$ cat config.mk
export PLATFORM = sky130hd
export DESIGN_NAME = id_ex_stage_flat
export DESIGN_NICKNAME = d
export VERILOG_FILES = /design/src/rtl/id_ex_stage_if.sv /design/src/rtl/id_ex_stage.sv /design/src/flat_wrapper.sv
export SDC_FILE = /design/constraint.sdc
export NUM_CORES = 1
export LEC_CHECK = 0
export ABC_CLOCK_PERIOD_IN_PS = 2400
export CORE_ASPECT_RATIO = 1.25
export CORE_MARGIN = 5
export CORE_UTILIZATION = 39
export DETAILED_ROUTE_END_ITERATION = 16
export GPL_TIMING_DRIVEN = 0
export PLACE_DENSITY = 0.91
export SYNTH_ARGS = -nofsm -noshare
export SYNTH_HDL_FRONTEND = slang
export SYNTH_SLANG_ARGS = --single-unit
$ cat constraint.sdc
create_clock -name clk -period 2.4 [get_ports clk]
set_input_delay 0.72 -clock clk [delete_from_list [all_inputs] [get_ports clk]]
set_output_delay 0.72 -clock clk [all_outputs]
set_load 0.1 [all_outputs]
$ cat src/rtl/id_ex_stage_if.sv
// Bundles the ID-side inputs and the registered EX-side outputs of the ID/EX
// pipeline register together with its freeze requests.
interface id_ex_stage_if;
  logic [2:0]  id_readREG1;
  logic [2:0]  id_readREG2;
  logic [2:0]  id_writeREG;
  logic [15:0] id_data1;
  logic [15:0] id_data2;
  logic [15:0] id_imm;
  logic        id_regwr;
  logic        id_memrd;
  logic        id_memwr;
  logic        id_alusrc;
  logic [2:0]  id_aluop;
  logic        id_valid;
  logic        id_use2;
  logic        flush;

  logic [2:0]  ID_EX_readREG1;
  logic [2:0]  ID_EX_readREG2;
  logic [2:0]  ID_EX_writeREG;
  logic [15:0] ID_EX_data1;
  logic [15:0] ID_EX_data2;
  logic [15:0] ID_EX_imm;
  logic        ID_EX_regwr;
  logic        ID_EX_memrd;
  logic        ID_EX_memwr;
  logic        ID_EX_alusrc;
  logic [2:0]  ID_EX_aluop;
  logic        ID_EX_valid;
  logic        pc_hold;
  logic        ifid_hold;

  modport master (
    output id_readREG1, id_readREG2, id_writeREG, id_data1, id_data2, id_imm,
           id_regwr, id_memrd, id_memwr, id_alusrc, id_aluop, id_valid,
           id_use2, flush,
    input  ID_EX_readREG1, ID_EX_readREG2, ID_EX_writeREG, ID_EX_data1,
           ID_EX_data2, ID_EX_imm, ID_EX_regwr, ID_EX_memrd, ID_EX_memwr,
           ID_EX_alusrc, ID_EX_aluop, ID_EX_valid, pc_hold, ifid_hold
  );

  modport slave (
    input  id_readREG1, id_readREG2, id_writeREG, id_data1, id_data2, id_imm,
           id_regwr, id_memrd, id_memwr, id_alusrc, id_aluop, id_valid,
           id_use2, flush,
    output ID_EX_readREG1, ID_EX_readREG2, ID_EX_writeREG, ID_EX_data1,
           ID_EX_data2, ID_EX_imm, ID_EX_regwr, ID_EX_memrd, ID_EX_memwr,
           ID_EX_alusrc, ID_EX_aluop, ID_EX_valid, pc_hold, ifid_hold
  );
endinterface

$ cat src/rtl/id_ex_stage.sv
// ID/EX pipeline register with load-use hazard detection and flush bubbles.
// Define ID_EX_STALLCNT_EN to add the saturating stall_cnt output.
module id_ex_stage (
  input  logic           clk,
  input  logic           rst_n,
  id_ex_stage_if.slave   bus
`ifdef ID_EX_STALLCNT_EN
  ,
  output logic [15:0]    stall_cnt
`endif
);

  logic hazard;
  logic bubble;
  logic hold;

  // A load in EX whose destination the ID instruction reads must wait one
  // cycle; r0 is hardwired so a load targeting it never blocks anyone.
  assign hazard = bus.ID_EX_valid && bus.ID_EX_memrd &&
                  (bus.ID_EX_writeREG != 3'd0) && bus.id_valid &&
                  ((bus.ID_EX_writeREG == bus.id_readREG1) ||
                   (bus.id_use2 && (bus.ID_EX_writeREG == bus.id_readREG2)));

  // Flush wins: the held instruction is being discarded anyway.
  assign hold          = hazard && !bus.flush;
  assign bubble        = hazard || bus.flush;
  assign bus.pc_hold   = hold;
  assign bus.ifid_hold = hold;

  // NOTE: sequential state uses non-blocking assignments so every register
  // samples the pre-edge values regardless of statement order.
  always_ff @(posedge clk or negedge rst_n) begin
    if (!rst_n) begin
      bus.ID_EX_readREG1 <= '0;
      bus.ID_EX_readREG2 <= '0;
      bus.ID_EX_writeREG <= '0;
      bus.ID_EX_data1    <= '0;
      bus.ID_EX_data2    <= '0;
      bus.ID_EX_imm      <= '0;
      bus.ID_EX_regwr    <= 1'b0;
      bus.ID_EX_memrd    <= 1'b0;
      bus.ID_EX_memwr    <= 1'b0;
      bus.ID_EX_alusrc   <= 1'b0;
      bus.ID_EX_aluop    <= '0;
      bus.ID_EX_valid    <= 1'b0;
    end else if (bubble) begin
      bus.ID_EX_readREG1 <= '0;
      bus.ID_EX_readREG2 <= '0;
      bus.ID_EX_writeREG <= '0;
      bus.ID_EX_data1    <= '0;
      bus.ID_EX_data2    <= '0;
      bus.ID_EX_imm      <= '0;
      bus.ID_EX_regwr    <= 1'b0;
      bus.ID_EX_memrd    <= 1'b0;
      bus.ID_EX_memwr    <= 1'b0;
      bus.ID_EX_alusrc   <= 1'b0;
      bus.ID_EX_aluop    <= '0;
      bus.ID_EX_valid    <= 1'b0;
    end else begin
      bus.ID_EX_readREG1 <= bus.id_readREG1;
      bus.ID_EX_readREG2 <= bus.id_readREG2;
      bus.ID_EX_writeREG <= bus.id_writeREG;
      bus.ID_EX_data1    <= bus.id_data1;
      bus.ID_EX_data2    <= bus.id_data2;
      bus.ID_EX_imm      <= bus.id_imm;
      // Side-effecting controls of a non-instruction must never reach EX.
      bus.ID_EX_regwr    <= bus.id_regwr && bus.id_valid;
      bus.ID_EX_memrd    <= bus.id_memrd && bus.id_valid;
      bus.ID_EX_memwr    <= bus.id_memwr && bus.id_valid;
      bus.ID_EX_alusrc   <= bus.id_alusrc;
      bus.ID_EX_aluop    <= bus.id_aluop;
      bus.ID_EX_valid    <= bus.id_valid;
    end
  end

`ifdef ID_EX_STALLCNT_EN
  always_ff @(posedge clk or negedge rst_n) begin
    if (!rst_n)
      stall_cnt <= '0;
    else if (hold && (stall_cnt != 16'hFFFF))
      stall_cnt <= stall_cnt + 16'd1;
  end
`endif

endmodule

$ cat src/flat_wrapper.sv
// flat-port wrapper written by rule: the top's interface ports become plain ports
module id_ex_stage_flat 
  (clk, rst_n, bus_id_readREG1, bus_id_readREG2, bus_id_writeREG, bus_id_data1, bus_id_data2, bus_id_imm, bus_id_regwr, bus_id_memrd, bus_id_memwr, bus_id_alusrc, bus_id_aluop, bus_id_valid, bus_id_use2, bus_flush, bus_ID_EX_readREG1, bus_ID_EX_readREG2, bus_ID_EX_writeREG, bus_ID_EX_data1, bus_ID_EX_data2, bus_ID_EX_imm, bus_ID_EX_regwr, bus_ID_EX_memrd, bus_ID_EX_memwr, bus_ID_EX_alusrc, bus_ID_EX_aluop, bus_ID_EX_valid, bus_pc_hold, bus_ifid_hold);
  id_ex_stage_if bus_i ();
  input  logic clk;
  input  logic rst_n;
  input wire logic [$bits(bus_i.id_readREG1)-1:0] bus_id_readREG1;
  input wire logic [$bits(bus_i.id_readREG2)-1:0] bus_id_readREG2;
  input wire logic [$bits(bus_i.id_writeREG)-1:0] bus_id_writeREG;
  input wire logic [$bits(bus_i.id_data1)-1:0] bus_id_data1;
  input wire logic [$bits(bus_i.id_data2)-1:0] bus_id_data2;
  input wire logic [$bits(bus_i.id_imm)-1:0] bus_id_imm;
  input wire logic [$bits(bus_i.id_regwr)-1:0] bus_id_regwr;
  input wire logic [$bits(bus_i.id_memrd)-1:0] bus_id_memrd;
  input wire logic [$bits(bus_i.id_memwr)-1:0] bus_id_memwr;
  input wire logic [$bits(bus_i.id_alusrc)-1:0] bus_id_alusrc;
  input wire logic [$bits(bus_i.id_aluop)-1:0] bus_id_aluop;
  input wire logic [$bits(bus_i.id_valid)-1:0] bus_id_valid;
  input wire logic [$bits(bus_i.id_use2)-1:0] bus_id_use2;
  input wire logic [$bits(bus_i.flush)-1:0] bus_flush;
  output wire logic [$bits(bus_i.ID_EX_readREG1)-1:0] bus_ID_EX_readREG1;
  output wire logic [$bits(bus_i.ID_EX_readREG2)-1:0] bus_ID_EX_readREG2;
  output wire logic [$bits(bus_i.ID_EX_writeREG)-1:0] bus_ID_EX_writeREG;
  output wire logic [$bits(bus_i.ID_EX_data1)-1:0] bus_ID_EX_data1;
  output wire logic [$bits(bus_i.ID_EX_data2)-1:0] bus_ID_EX_data2;
  output wire logic [$bits(bus_i.ID_EX_imm)-1:0] bus_ID_EX_imm;
  output wire logic [$bits(bus_i.ID_EX_regwr)-1:0] bus_ID_EX_regwr;
  output wire logic [$bits(bus_i.ID_EX_memrd)-1:0] bus_ID_EX_memrd;
  output wire logic [$bits(bus_i.ID_EX_memwr)-1:0] bus_ID_EX_memwr;
  output wire logic [$bits(bus_i.ID_EX_alusrc)-1:0] bus_ID_EX_alusrc;
  output wire logic [$bits(bus_i.ID_EX_aluop)-1:0] bus_ID_EX_aluop;
  output wire logic [$bits(bus_i.ID_EX_valid)-1:0] bus_ID_EX_valid;
  output wire logic [$bits(bus_i.pc_hold)-1:0] bus_pc_hold;
  output wire logic [$bits(bus_i.ifid_hold)-1:0] bus_ifid_hold;
  assign bus_i.id_readREG1 = bus_id_readREG1;
  assign bus_i.id_readREG2 = bus_id_readREG2;
  assign bus_i.id_writeREG = bus_id_writeREG;
  assign bus_i.id_data1 = bus_id_data1;
  assign bus_i.id_data2 = bus_id_data2;
  assign bus_i.id_imm = bus_id_imm;
  assign bus_i.id_regwr = bus_id_regwr;
  assign bus_i.id_memrd = bus_id_memrd;
  assign bus_i.id_memwr = bus_id_memwr;
  assign bus_i.id_alusrc = bus_id_alusrc;
  assign bus_i.id_aluop = bus_id_aluop;
  assign bus_i.id_valid = bus_id_valid;
  assign bus_i.id_use2 = bus_id_use2;
  assign bus_i.flush = bus_flush;
  assign bus_ID_EX_readREG1 = bus_i.ID_EX_readREG1;
  assign bus_ID_EX_readREG2 = bus_i.ID_EX_readREG2;
  assign bus_ID_EX_writeREG = bus_i.ID_EX_writeREG;
  assign bus_ID_EX_data1 = bus_i.ID_EX_data1;
  assign bus_ID_EX_data2 = bus_i.ID_EX_data2;
  assign bus_ID_EX_imm = bus_i.ID_EX_imm;
  assign bus_ID_EX_regwr = bus_i.ID_EX_regwr;
  assign bus_ID_EX_memrd = bus_i.ID_EX_memrd;
  assign bus_ID_EX_memwr = bus_i.ID_EX_memwr;
  assign bus_ID_EX_alusrc = bus_i.ID_EX_alusrc;
  assign bus_ID_EX_aluop = bus_i.ID_EX_aluop;
  assign bus_ID_EX_valid = bus_i.ID_EX_valid;
  assign bus_pc_hold = bus_i.pc_hold;
  assign bus_ifid_hold = bus_i.ifid_hold;
  id_ex_stage u_core (.clk(clk), .rst_n(rst_n), .bus(bus_i));
endmodule
==> results_dict.tcl <==
set metrics [dict create \
    status "complete, but fails checks" \
    violations "negative setup slack" \
    root_buffer "clkbuf_8" \
    clock_latency_ns 0.33 \
    finalSetupTns_ns -0.272 \
    drv_slew 0 \
    drtIter0Drc 31 \
    fin_util 0.671 \
    seqCellArea_sq_mm 0.00164 \
    synth-xor-area-share 0.0211 \
    multi_input_area_sq_um 827 \
    synth_top_family_by_area "simple AND/OR/NAND/NOR gates" \
    relSlewSlack 0.329 \
    diodes 0 \
    power.density_mw_per_mm2 686 \
    fin_crit_sh 1.06 \
    synth_cells 161 \
    nets 378 \
    cts_tree "yes" \
    postRouteAntennaNets 0 \
    cts_buffers 9 \
    design_area_sq_mm 0.00416 \
    clk_pin_slew_ns 0.07 \
    grt_pass1_wl_um 9910 \
    cp-end-kind "output pin" \
    coreArea_sq_mm 0.00621 \
    routedWlPerCell_um 15.9 \
    arrival_ns 1.83 \
    cts_sinks 65 \
    area_growth_pct 67.1 \
    final_common_cell "dlygate4sd2_1" \
    drive_gt1_frac 0.274 \
    switching_share 0.328 \
    syn_area_per_cell_sq_um 15.5 \
    ys.warnings.count 0 \
    hold_buffers 0 \
    setup_viol 2 \
    die_area_sq_mm 0.00810 \
    pwr-share-seq 0.409 \
    worstSetupPathType "register to output pin" \
    total_power_mw 2.86 \
    grt_pass1_vias 1984 \
    htreeDepth 3 \
    postRouteWirelength_um 6350 \
    holdWs_ns 0.464 \
    max_freq_mhz 392 \
    clkPwrFrac 0.336 \
    synthAdderAreaFrac 0 \
    p_leak_nw 2.00 \
    muxShareOfSynthArea 0 \
    power.internal_mw 1.92 \
    vdd_drop_max_mv 0.432 \
    drt-pass1-iter-count 4 \
    synth_nets 230 \
    pin_count 136 \
    grtUsageTotal 0.167 \
    syn_area_sq_mm 0.00249 \
    overflow 0 \
    fin_crit_ns 2.55 \
    initial_core_util 0.402 \
    drc 0 \
    holdCritPathClass "input pin to async pin" \
    fillers 483 \
    die_w_um 81.5 \
    max_cap_violations 0 \
    synth-simple-area-share 0.284 \
    worst_pin_slew_ns 1.01 \
    required_ns 1.68 \
    place.gp.congestion 0.685 \
    die_y_um 99.4 \
    ys_types 15 \
    hpwl_um 4860 \
    grt_max_degree 35 \
    place_area_sq_mm 0.00404 \
    p_comb_frac 0.255 \
    clk_path_buf_depth 2 \
    final_hold_viol_count 0 \
    power_switching_mw 0.937 \
    rsz0062_at_grt "true" \
    fin_skew_ns 0.00696 \
    finalWorstSetupSlack_ns -0.154 \
    startpoint_type "register" \
    mostFrequentLayoutCells "dlygate4sd2_1 (65), dfrtp_1 (60), clkdlybuf4s50_1 (58)" \
    synth_compound_area_frac 0.00201 \
    vias 1784 \
    fp-row-count 32 \
    synth_seq_cells 65 \
    yosysSeqAreaShare 0.653 \
    portBuffers 134 \
    antenna_found_initial 0 \
    drt-vias-per-instance 4.47 \
    crit_path_max_fanout 4 \
]
state kept, by name, summed over array words and instances, names as in the netlist, 3 cells and up:
register and flops:
u_core.bus.ID_EX_aluop 3, u_core.bus.ID_EX_data2 16, u_core.bus.ID_EX_writeREG 3, u_core.bus.ID_EX_readREG1 3, u_core.bus.ID_EX_data1 16, u_core.bus.ID_EX_readREG2 3
u_core.bus.ID_EX_imm 16
power by group through the flow:
stage	Sequential (mW)	Combinational, mW	Clock [mW]
final	1.17	0.727	0.960
after detailed placement	1.19	0.777	0
after floorplan	1.60	0.0933	0
after CTS	1.17	0.736	0.983
after global placement	1.19	0.765	0
after global routing	1.17	0.755	1.05
final cells by class:
class	instances	area share
plain buffers	14	0.0243
clock buffers	14	0.0415
clock inverters	2	0.00841
multi-input cells	81	0.199
flip-flops and latches	65	0.394
well taps	85	0.0255
repair buffers	138	0.308
stage by stage:
stage | std cells | worst slack, ns
3_3_place_gp | 380 | -1.79
2_1_floorplan | 161 | -0.405
5_1_grt | 399 | -0.255
6_report | 399 | -0.154
4_1_cts | 399 | -0.274
3_5_place_dp | 381 | -1.65
cells by family after synthesis:
| group | Yosys count |
|---|---|
| XOR/XNOR | 6 |
| buffers and inverters | 15 |
| AND/OR/NAND/NOR | 74 |
| AO/OA/AOI/OAI | 1 |
| flip-flops | 65 |
metal layers:
metal  routed length (um)  global-route usage  share of wire  vias up
met5                    0                   0              0        -
met4                  100              0.0611          0.016        0
met3                  668              0.0761           0.11       10
met2                 3340               0.291           0.53       87
met1                 2240               0.172           0.35      844
li1                     -                   -              -      843
worst paths after layout:
path,cells past startpoint,startpoint,endpoint,slack [ns]
worst min-delay path,1,rst_n,u_core.bus.ID_EX_data2[5],0.46
worst max-delay path,6,u_core.bus.ID_EX_writeREG[0],bus_pc_hold,-0.15
max in group asynchronous,2,rst_n,u_core.bus.ID_EX_valid,1.30
min in group clk,2,bus_id_readREG1[2],u_core.bus.ID_EX_readREG1[2],0.68
worst max register to register,7,u_core.bus.ID_EX_writeREG[0],u_core.bus.ID_EX_data1[11],0.56
worst min register to register,4,u_core.bus.ID_EX_memrd,u_core.bus.ID_EX_valid,0.89
synthesized netlist by cell type, drive strengths merged:
cell	number	area (sq um)
nor2b	3	18.8
dfrtp	65	1630
nand2	3	11.3
nand3	1	5.00
nand4	2	12.5
or3	1	6.26
nor2	3	11.3
xnor2	6	52.6
a21oi	1	5.00
nor3b	61	643
buf	8	73.8
clkbuf	7	26.3
critical path, stage by stage (launching register included):
cell,delay (ns)
dfrtp_4,0.52
or3_4,0.39
nand4_1,0.09
a21oi_2,0.06
nor2b_4,0.14
buf_12,0.15
buf_16,0.15
timing repair:
action / 4_1_cts / 5_1_grt
gates resized for setup: 101 / 8
gates cloned: 0 / 0
hold endpoints to repair: 0 / 0
pin swaps: 6 / 4
setup endpoints to repair: 67 / 5
buffers inserted: 2 / 1
No activity file was read; power rests on OpenSTA's default activity.
